--- src/rtl/seqdec_pkg.sv ---
// Shared constants and FSM encoding for the sequence decomposer control path.
package seqdec_pkg;
  localparam int NUM_DEFAULT = 25000;
  localparam int FS          = 8000;
  localparam int NW          = 24;
  localparam int FW          = 16;
  localparam int KW          = 8;

  typedef enum logic [1:0] {
    S_IDLE,
    S_DIV,
    S_ROUND,
    S_WAIT_SYNC
  } state_t;
endpackage

--- src/rtl/restoring_div_seq.sv ---
// Sequential restoring divider: one quotient bit per clock, NW steps per divide.
module restoring_div_seq #(
  parameter int NW = seqdec_pkg::NW,
  parameter int FW = seqdec_pkg::FW
) (
  input  logic          clk,
  input  logic          rst,
  input  logic          start_i,
  input  logic [NW-1:0] dividend_i,
  input  logic [FW-1:0] divisor_i,
  output logic          done_o,
  output logic [NW-1:0] quo_o,
  output logic [FW-1:0] rem_o
);
  localparam int CW = $clog2(NW + 1);

  logic          run_q;
  logic [CW-1:0] cnt_q;
  logic [NW-1:0] quo_q, quo_d;
  logic [FW-1:0] rem_q, rem_d, div_q;
  logic [FW:0]   sh, diff;
  logic          ge;

  always_comb begin
    sh    = {rem_q, quo_q[NW-1]};
    diff  = sh - {1'b0, div_q};
    ge    = (sh >= {1'b0, div_q});
    rem_d = ge ? diff[FW-1:0] : sh[FW-1:0];
    quo_d = {quo_q[NW-2:0], ge};
  end

  always_ff @(posedge clk or posedge rst) begin
    if (rst) begin
      run_q <= 1'b0;
      cnt_q <= '0;
    end else if (start_i) begin
      run_q <= 1'b1;
      cnt_q <= CW'(NW);
    end else if (run_q) begin
      cnt_q <= cnt_q - CW'(1);
      if (cnt_q == CW'(1)) run_q <= 1'b0;
    end
  end

  always_ff @(posedge clk) begin
    if (start_i) begin
      rem_q <= '0;
      quo_q <= dividend_i;
      div_q <= divisor_i;
    end else if (run_q) begin
      rem_q <= rem_d;
      quo_q <= quo_d;
    end
  end

  // done marks the cycle whose edge performs the last step, so results are final one cycle later
  assign done_o = run_q && (cnt_q == CW'(1));
  assign quo_o  = quo_q;
  assign rem_o  = rem_q;
endmodule

--- src/rtl/decim_ctrl.sv ---
// Turns measured reference frequency into decimation factor k, committed on frame boundaries.
module decim_ctrl #(
  parameter int NUM   = seqdec_pkg::NUM_DEFAULT,
  parameter int NW    = seqdec_pkg::NW,
  parameter int FW    = seqdec_pkg::FW,
  parameter int KW    = seqdec_pkg::KW,
  parameter int K_MIN = 1,
  parameter int K_MAX = 255
) (
  input  logic          clk,
  input  logic          rst,
  input  logic [FW-1:0] freq_in,
  input  logic          freq_valid,
  input  logic          frame_sync,
  output logic [KW-1:0] k,
  output logic          k_valid,
  output logic          busy,
  output logic          ovr
);
  import seqdec_pkg::*;

  state_t        state_q;
  logic [FW-1:0] f_q, qf_q, div_divisor;
  logic          qv_q, k_valid_q, ovr_q;
  logic [KW-1:0] k_q, k_pend_q, k_pend_d;
  logic          q_store, q_take, div_start, div_done;
  logic [NW-1:0] div_quo;
  logic [FW-1:0] div_rem;

  function automatic logic [NW:0] round_q(input logic [NW-1:0] q, input logic [FW-1:0] r,
                                          input logic [FW-1:0] f);
    return {1'b0, q} + {{NW{1'b0}}, (r > (f >> 1))};
  endfunction

  function automatic logic [KW-1:0] clamp_k(input logic [NW:0] kp);
    if (kp < (NW+1)'(K_MIN)) return KW'(K_MIN);
    if (kp > (NW+1)'(K_MAX)) return KW'(K_MAX);
    return kp[KW-1:0];
  endfunction

  // A queued frequency is consumed in WAIT_SYNC whether or not the commit happens
  always_comb begin
    q_store     = freq_valid && (state_q != S_IDLE);
    q_take      = (state_q == S_WAIT_SYNC) && qv_q;
    div_start   = 1'b0;
    div_divisor = freq_in;
    if (state_q == S_IDLE && freq_valid && freq_in != '0) div_start = 1'b1;
    if (q_take) begin
      div_divisor = qf_q;
      div_start   = (qf_q != '0);
    end
    k_pend_d = (f_q == '0) ? clamp_k((NW+1)'(1)) : clamp_k(round_q(div_quo, div_rem, f_q));
  end

  restoring_div_seq #(.NW(NW), .FW(FW)) u_div (
    .clk       (clk),
    .rst       (rst),
    .start_i   (div_start),
    .dividend_i(NW'(NUM)),
    .divisor_i (div_divisor),
    .done_o    (div_done),
    .quo_o     (div_quo),
    .rem_o     (div_rem)
  );

  always_ff @(posedge clk) begin
    if (state_q == S_IDLE && freq_valid) f_q <= freq_in;
    else if (q_take)                     f_q <= qf_q;
    if (q_store)                         qf_q <= freq_in;
    if (state_q == S_ROUND)              k_pend_q <= k_pend_d;
  end

  always_ff @(posedge clk or posedge rst) begin
    if (rst) begin
      state_q   <= S_IDLE;
      k_q       <= KW'(1);
      k_valid_q <= 1'b0;
      ovr_q     <= 1'b0;
      qv_q      <= 1'b0;
    end else begin
      k_valid_q <= 1'b0;
      if (q_store)     qv_q <= 1'b1;
      else if (q_take) qv_q <= 1'b0;
      if (q_store && qv_q && !q_take) ovr_q <= 1'b1;
      case (state_q)
        S_IDLE:      if (freq_valid) state_q <= (freq_in == '0) ? S_ROUND : S_DIV;
        S_DIV:       if (div_done) state_q <= S_ROUND;
        S_ROUND:     state_q <= S_WAIT_SYNC;
        S_WAIT_SYNC: begin
          if (frame_sync) begin
            k_q       <= k_pend_q;
            k_valid_q <= 1'b1;
          end
          if (q_take)          state_q <= (qf_q == '0) ? S_ROUND : S_DIV;
          else if (frame_sync) state_q <= S_IDLE;
        end
        default:     state_q <= S_IDLE;
      endcase
    end
  end

  assign k       = k_q;
  assign k_valid = k_valid_q;
  assign busy    = (state_q != S_IDLE);
  assign ovr     = ovr_q;
endmodule

--- config.mk ---
export PLATFORM = sky130hd
export DESIGN_NAME = decim_ctrl
export DESIGN_NICKNAME = d
export VERILOG_FILES = /design/src/rtl/seqdec_pkg.sv /design/src/rtl/restoring_div_seq.sv /design/src/rtl/decim_ctrl.sv
export SDC_FILE = /design/constraint.sdc
export NUM_CORES = 1
export LEC_CHECK = 0
export CAP_MARGIN = 20
export CORE_MARGIN = 4
export CORE_UTILIZATION = 45
export DETAILED_ROUTE_END_ITERATION = 8
export PLACE_DENSITY = 0.74
export SLEW_MARGIN = 25
export SYNTH_ARGS = -nofsm -noshare
export SYNTH_HDL_FRONTEND = slang
export SYNTH_SLANG_ARGS = --single-unit
--- constraint.sdc ---
create_clock -name clk -period 5.1 [get_ports clk]
set_input_delay 0.51 -clock clk [delete_from_list [all_inputs] [get_ports clk]]
set_output_delay 0.51 -clock clk [all_outputs]
set_load 0.005 [all_outputs]
## After elaboration in Yosys (flattened, before gate mapping)

Cells that the tools add are included.

| word-level totals | value |
|---|---|
| register bits after elaboration | 115 |
| bits of input ports | 20 |

| operators by class | value |
|---|---|
| add/subtract/negate cells | 3 |
| magnitude comparators | 4 |
| equal/unequal tests | 7 |
| muxes and demuxes | 29 |
| reduce and logical (&&, ||, !) cells | 20 |

Operators by type and width:

| operator | number |
|---|---|
| $mux W16 | 4 |
| $logic_not A16 Y1 | 3 |
| $mux W8 | 4 |
| $reduce_bool A16 Y1 | 2 |
| $add A24 B1 Y25 | 1 |
| $gt A25 B8 Y1 const B | 1 |
| $lt A25 B1 Y1 const B | 1 |
| $ge A17 B16 Y1 | 1 |
| $gt A16 B15 Y1 | 1 |
| $sub A16 B16 Y16 | 1 |
| $mux W1 | 12 |
| $mux W2 | 6 |
| $mux W5 | 2 |
| $pmux W2 S4 | 1 |
| $reduce_bool A2 Y1 | 4 |
| $logic_and A1 B1 Y1 | 7 |
| $eq A5 B1 Y1 const B | 1 |
| $sub A5 B1 Y5 const B | 1 |
| $eq A2 B2 Y1 const B | 2 |
| $ne A2 B2 Y1 const B | 2 |
| $ne A3 B3 Y1 const B | 1 |
| $reduce_and A3 Y1 | 1 |
| $eq A2 B1 Y1 const B | 1 |
| $logic_not A2 Y1 | 1 |
| 2 further kinds | 2 |

## Longest topological paths before layout

Gate-level depths: netlist of the first run.

| logic depth | value |
|---|---|
| depth in word-level cells | 7 |
| depth in mapped cells | 20 |
| mapped depth without buffers | 20 |

## Hierarchy

Synthesis of the first run repeated with hierarchy kept, for this count alone.

| second synthesis, totals | value |
|---|---|
| cells, all modules | 591 |
| area, all modules | 6665.1 um^2 |

By module, submodules not included:

| module | instances | cells an instance | area each (um^2) | sequential area each (um^2) |
|---|---|---|---|---|
| decim_ctrl | 1 | 289 | 3354.5 | 1527.7 |
| restoring_div_seq | 1 | 302 | 3310.7 | 1671.6 |

## Worst setup path before layout of the first run

Ideal clock, no wire load.

| path | value |
|---|---|
| path kind | reg2reg |
| start | reg f_q[3] |
| end | reg k_pend_q[0], data pin |
| library setup time | 0.266 ns |
| arrival time | 3.729 ns |
| data required time | 4.834 ns |
| setup slack | 1.105 ns |
| stages on the path, launching flop included | 21 |
| path buffers | 0 |
| cells stage by stage | edfxtp_1 inv_1 ha_1 a21oi_1 nor2b_1 o21ai_0 nand2_1 a21o_1 a21oi_1 o221ai_1 o31a_1 ha_1 ha_1 nand3_1 nor2_4 a2111oi_0 a41o_2 o2111ai_1 and4bb_1 nor3b_4 or3b_1 |

| between the ends | value |
|---|---|
| longest elaborated chain between the ends | 7 |

Ends and longest elaborated chain:

| what | RTL line | source |
|---|---|---|
| from (decl) | decim_ctrl.sv:23 | `logic [FW-1:0] f_q, qf_q, div_divisor;` |
| from (signal assigned) | decim_ctrl.sv:67 | `if (state_q == S_IDLE && freq_valid) f_q <= freq_in;` |
| from (signal assigned) | decim_ctrl.sv:68 | `else if (q_take) f_q <= qf_q;` |
| $gt A16 B15 Y1 | decim_ctrl.sv:32 | `return {1'b0, q} + {{NW{1'b0}}, (r > (f >> 1))};` |
| $add A24 B1 Y25 | decim_ctrl.sv:32 |  |
| $gt A25 B8 Y1 | decim_ctrl.sv:37 | `if (kp > (NW+1)'(K_MAX)) return KW'(K_MAX);` |
| $mux W1 (2 in a row) | decim_ctrl.sv:37 |  |
| $mux W8 | decim_ctrl.sv:38 | `return kp[KW-1:0];` |
| $mux W8 | decim_ctrl.sv:37 |  |
| to (signal assigned) | decim_ctrl.sv:70 | `if (state_q == S_ROUND) k_pend_q <= k_pend_d;` |
| to (decl) | decim_ctrl.sv:25 | `logic [KW-1:0] k_q, k_pend_q, k_pend_d;` |

Several ways; a longest one is shown, not always the timed one. The select of a mux whose other input is x is not followed.
A chain may end at the register's enable or synchronous reset.

## Worst setup path in the final report of the first run

Ends and elaborated chain as after synthesis.

==> flow_summary.yaml, run 1 <==
die:
  core_region_area_um2: 13900
  chipWidth_um: 127
  i_o_pin_count: 31
  floorplan.initialDensity_pct: 45.9
  fp.dieH_um: 127
  design.die.area_um2: 16200
  rows: 43
worst_setup_path:
  reg_to_reg_slack_setup_ps: 640
  cp-start-kind: "flop"
  delay_of_the_slowest_cell_on_the_worst_path_ps: 430
  cp_slowest_cell: "a2111oi_0"
  path_cells: "inv_1, ha_1, a21oi_1, nor2b_1, o21ai_0, nand2_1, a21o_1, a21oi_1, o221ai_1, o31a_1, ha_1, ha_1, nand3_1, nor2_4, a2111oi_0, a41o_2, o2111ai_1, and4bb_1, nor3b_4, or3b_1"
  critical-path-top-cell-by-count: "ha_1"
  crit-reg2reg-capture: "k_pend_q[0]$_SDFFCE_PP1P_"
  worst_setup_path_end_kind: "flop"
  crit_type: "reg2reg"
  worst-path-max-fanout: 8
  data_required_time_at_the_worst_endpoint_ps: 5260
  worst_r2r_startpoint: "f_q[3]$_DFFE_PP_"
  worst-endpoint-arrival_ps: 4620
  reg2regPathDepth: 20
sta:
  max_slew_margin_pct: 33.1
  time_the_final_worst_path_needs_with_i_o_delays_and_setup_ps: 4460
  final-setup-viol-count: 0
  setup_slack_ps: 640
  layout_worst_path_cycle_share_pct: 87.4
  worst-slew-pin-transition_ps: 1000
  clock.fmax_mhz: 224
  hold_viol_final: 0
  rsz0062_at_grt: "no"
  fin_setup_tns_ps: 0
  report.final.slew_viol_count: 0
  finClkSkew_ps: 9.76
synth:
  synthArstFlopShare_pct: 16.5
  yosys_most_used_dff: "edfxtp_1"
  post_synth_instance_area_um2: 6400
  yosysWarnings: 0
  synth.area.top_cells: "edfxtp_1 (26%), dfxtp_1 (13%), dfrtp_1 (7.0%), mux2_2 (7.0%), ha_1 (6.8%)"
  cell_count_after_synthesis: 606
  post_synth.cell_area_avg_um2: 10.6
  synth_top_cell_by_area: "edfxtp_1"
  syn-num-nets: 662
  synth.yosys.seq_area_share_pct: 46.2
  netlist.area_leader.share_pct: 26.3
  synth_cell_type_count: 68
  postSynthRegisterBits: 115
  synth-edff-count: 56
global_route:
  number_of_antenna_violations_at_the_first_check_in_global_routing: 0
  first_global_vias: 4629
  wire_length_of_the_first_global_routing_pass_um: 23200
  track_usage_pct: 17.9
  grt_start_max_net_pins: 48
  grt-ovfl-total: 0
final_layout:
  layout-drive-gt1-share_pct: 15.5
  antennaDiodeCount: 0
  finish.cell_count_without_fillers: 827
  postLayoutCellArea_um2: 7480
  area_delta_synth_final_pct: 16.8
  final_nets: 690
clock_tree:
  path_clk_slew_ps: 60
  cts_hold_buf: 0
  cts_root_cell: "clkbuf_16"
  cts_tree: "done"
  post_cts_resized: 0
  cts_max_path_buffers: 2
  cts_post_setup_buffers_inserted: 0
  htree_num_levels: 4
  clkLatencyLatePin_ps: 420
  numCtsBuffers: 17
  cts_num_sinks: 115
power_and_ir_drop:
  switchingPower_w: 0.00195
  pwr-share-clk_pct: 23.9
  power_density_nw_per_um2: 678
  design_power_total_w: 0.00507
  power.static_leakage_nw: 3.09
  share_comb_of_total_power_pct: 42.1
  internal-power_w: 0.00312
  power_switching_share_pct: 38.4
  largest_voltage_drop_on_the_vdd_net_v: 0.000314
  seqPwrFrac_pct: 33.9
placed_design:
  place_worst_setup_slack_ps: 692
  detailed_place.area_um2: 6870
  placedCellCount: 795
  gpl.final_weighted_congestion: 0.906
  buffer_ports.inserted: 30
  dp_hpwl_um: 9810
drt:
  routedWlPerCell_um: 16.7
  via_count: 4673
  detail_route.first_pass.iterations: 5
  vias_per_cell: 5.65
  ant_nets: 0
  detailedRoute.firstIterationViolations: 425
  dr_drc_count: 0
  drt_wl_total_um: 13800
run:
  max_cap_viol_count: 0
worst_hold_path:
  min_from: "ovr$_DFFE_PP0P_"
  timing.hold.worst.class: "reg2reg"
  hold_depth: 1
  whs_endpoint: "ovr$_DFFE_PP0P_"
status:
  outcome: "finished clean"
## flip-flops by register name, indices dropped and copies added, names as in the netlist
register / count
u_div.cnt_q: 5
u_div.rem_o: 16
u_div.run_q: 1
ovr: 1
qv_q: 1
f_q: 16
k: 8
u_div.quo_o: 24
state_q: 2
k_valid: 1
qf_q: 16
k_pend_q: 8
u_div.div_q: 16
## metrics by stage
step / hold slack (ps) / util [%]
floorplan: 455 / -
global placement: 457 / 49.3
detailed placement: 459 / 49.3
CTS: 472 / 53.7
global route: 495 / 53.7
finish: 468 / 53.7
## worst max path at each step
stage               slack (ps)              from                        end  depth (start not counted)
global route               250  f_q[3]$_DFFE_PP_  k_pend_q[0]$_SDFFCE_PP1P_                         20
detailed placement         690  f_q[3]$_DFFE_PP_  k_pend_q[0]$_SDFFCE_PP1P_                         20
finish                     640  f_q[3]$_DFFE_PP_  k_pend_q[0]$_SDFFCE_PP1P_                         20
CTS                        660  f_q[3]$_DFFE_PP_  k_pend_q[0]$_SDFFCE_PP1P_                         20
global placement           830  f_q[3]$_DFFE_PP_  k_pend_q[0]$_SDFFCE_PP1P_                         20
floorplan                 1100  f_q[3]$_DFFE_PP_  k_pend_q[0]$_SDFFCE_PP1P_                         20
## layer usage
layer / vias up / share of wire, % / track usage [%]
li1: 2272 / - / -
met1: 2268 / 44 / 22.1
met2: 106 / 50 / 30.4
met3: 27 / 3.6 / 4.31
met4: 0 / 2.2 / 6.56
met5: - / 0 / 0
## cell usage after synthesis, types with 3 or more instances
cell,instances
ha_1,35
nor2b_1,5
dfxtp_1,40
xor2_1,14
nor4_1,14
nor3_1,9
and3_1,3
mux2_2,40
nand3_1,15
a211o_1,3
or2_2,3
o31ai_1,4
nand3b_1,3
buf_2,6
o21ai_0,17
a211oi_1,7
nand2b_1,4
nand2_1,34
a31oi_1,4
a21o_1,4
nor2_1,46
xnor2_1,19
clkbuf_1,19
mux2i_1,39
nand4_1,10
edfxtp_1,56
inv_1,42
dfrtp_1,18
a21oi_1,42
## power by group through the flow
stage	Clock (W)	Sequential, W	Combinational (W)
after global routing	0.00128	0.00177	0.00239
final	0.00121	0.00172	0.00214
after CTS	0.00123	0.00172	0.00212
after detailed placement	0	0.00173	0.00210
after floorplan	0	0.00152	0.00177
after global placement	0	0.00171	0.00202
## area by class of cell
type,count,area (µm²)
inverter,42,158
tap,180,225
multi-input combinational,421,3180
timing repair buffer,37,353
clock buffer,18,429
fill,1153,6450
sequential,115,2960
clock inverter,14,179
## critical path: cells and delay by family, from the launching register on
family | cells | cell delay, ps
adder cells (fa/ha/maj) | 3 | 690
buffers and inverters | 1 | 70
flip-flops | 1 | 380
AND/OR/NAND/NOR | 7 | 1450
AO/OA/AOI/OAI | 9 | 1580
## cells by family after synthesis
logic type               count (synthesis)  synth area share, %
multiplexers                            80                 13.4
adder cells (fa/ha/maj)                 36                 7.15
buffers and inverters                   70                 4.30
flip-flops                             115                 46.2
XOR/XNOR                                33                 4.51
AO/OA/AOI/OAI                          102                 9.99
AND/OR/NAND/NOR                        170                 14.5
## layout by cell type, fill, tap and decap left out, types with 4 or more instances in the layout
cell             Yosys  routed
o31ai_1              4       4
clkbuf_16            0      17
xor2_1              14      14
mux2i_1             39      39
inv_1               42      42
o21ai_0             17      17
a21oi_1             42      42
clkinv_4             0       4
dfrtp_1             18      17
clkdlybuf4s50_1      0      30
nand3_1             15      15
a211oi_1             7       7
ha_1                35      35
edfxtp_1            56      56
nand2b_1             4       4
a21o_1               4       4
nor2b_1              5       5
a31oi_1              4       4
nor4_1              14      14
nand2_1             34      34
mux2_2              40      40
buf_4                1       7
nand4_1             10      10
xnor2_1             19      19
dfxtp_1             40      40
nor2_1              46      46
nor3_1               9       9
No activity file was read; power rests on OpenSTA's default activity.
==> run 2, diff against run 1 <==
CTS_CLUSTER_SIZE = 14   (was unset)
==> results of run 2 <==
The final DEF is identical to that of run 1; final timing and power are the same.
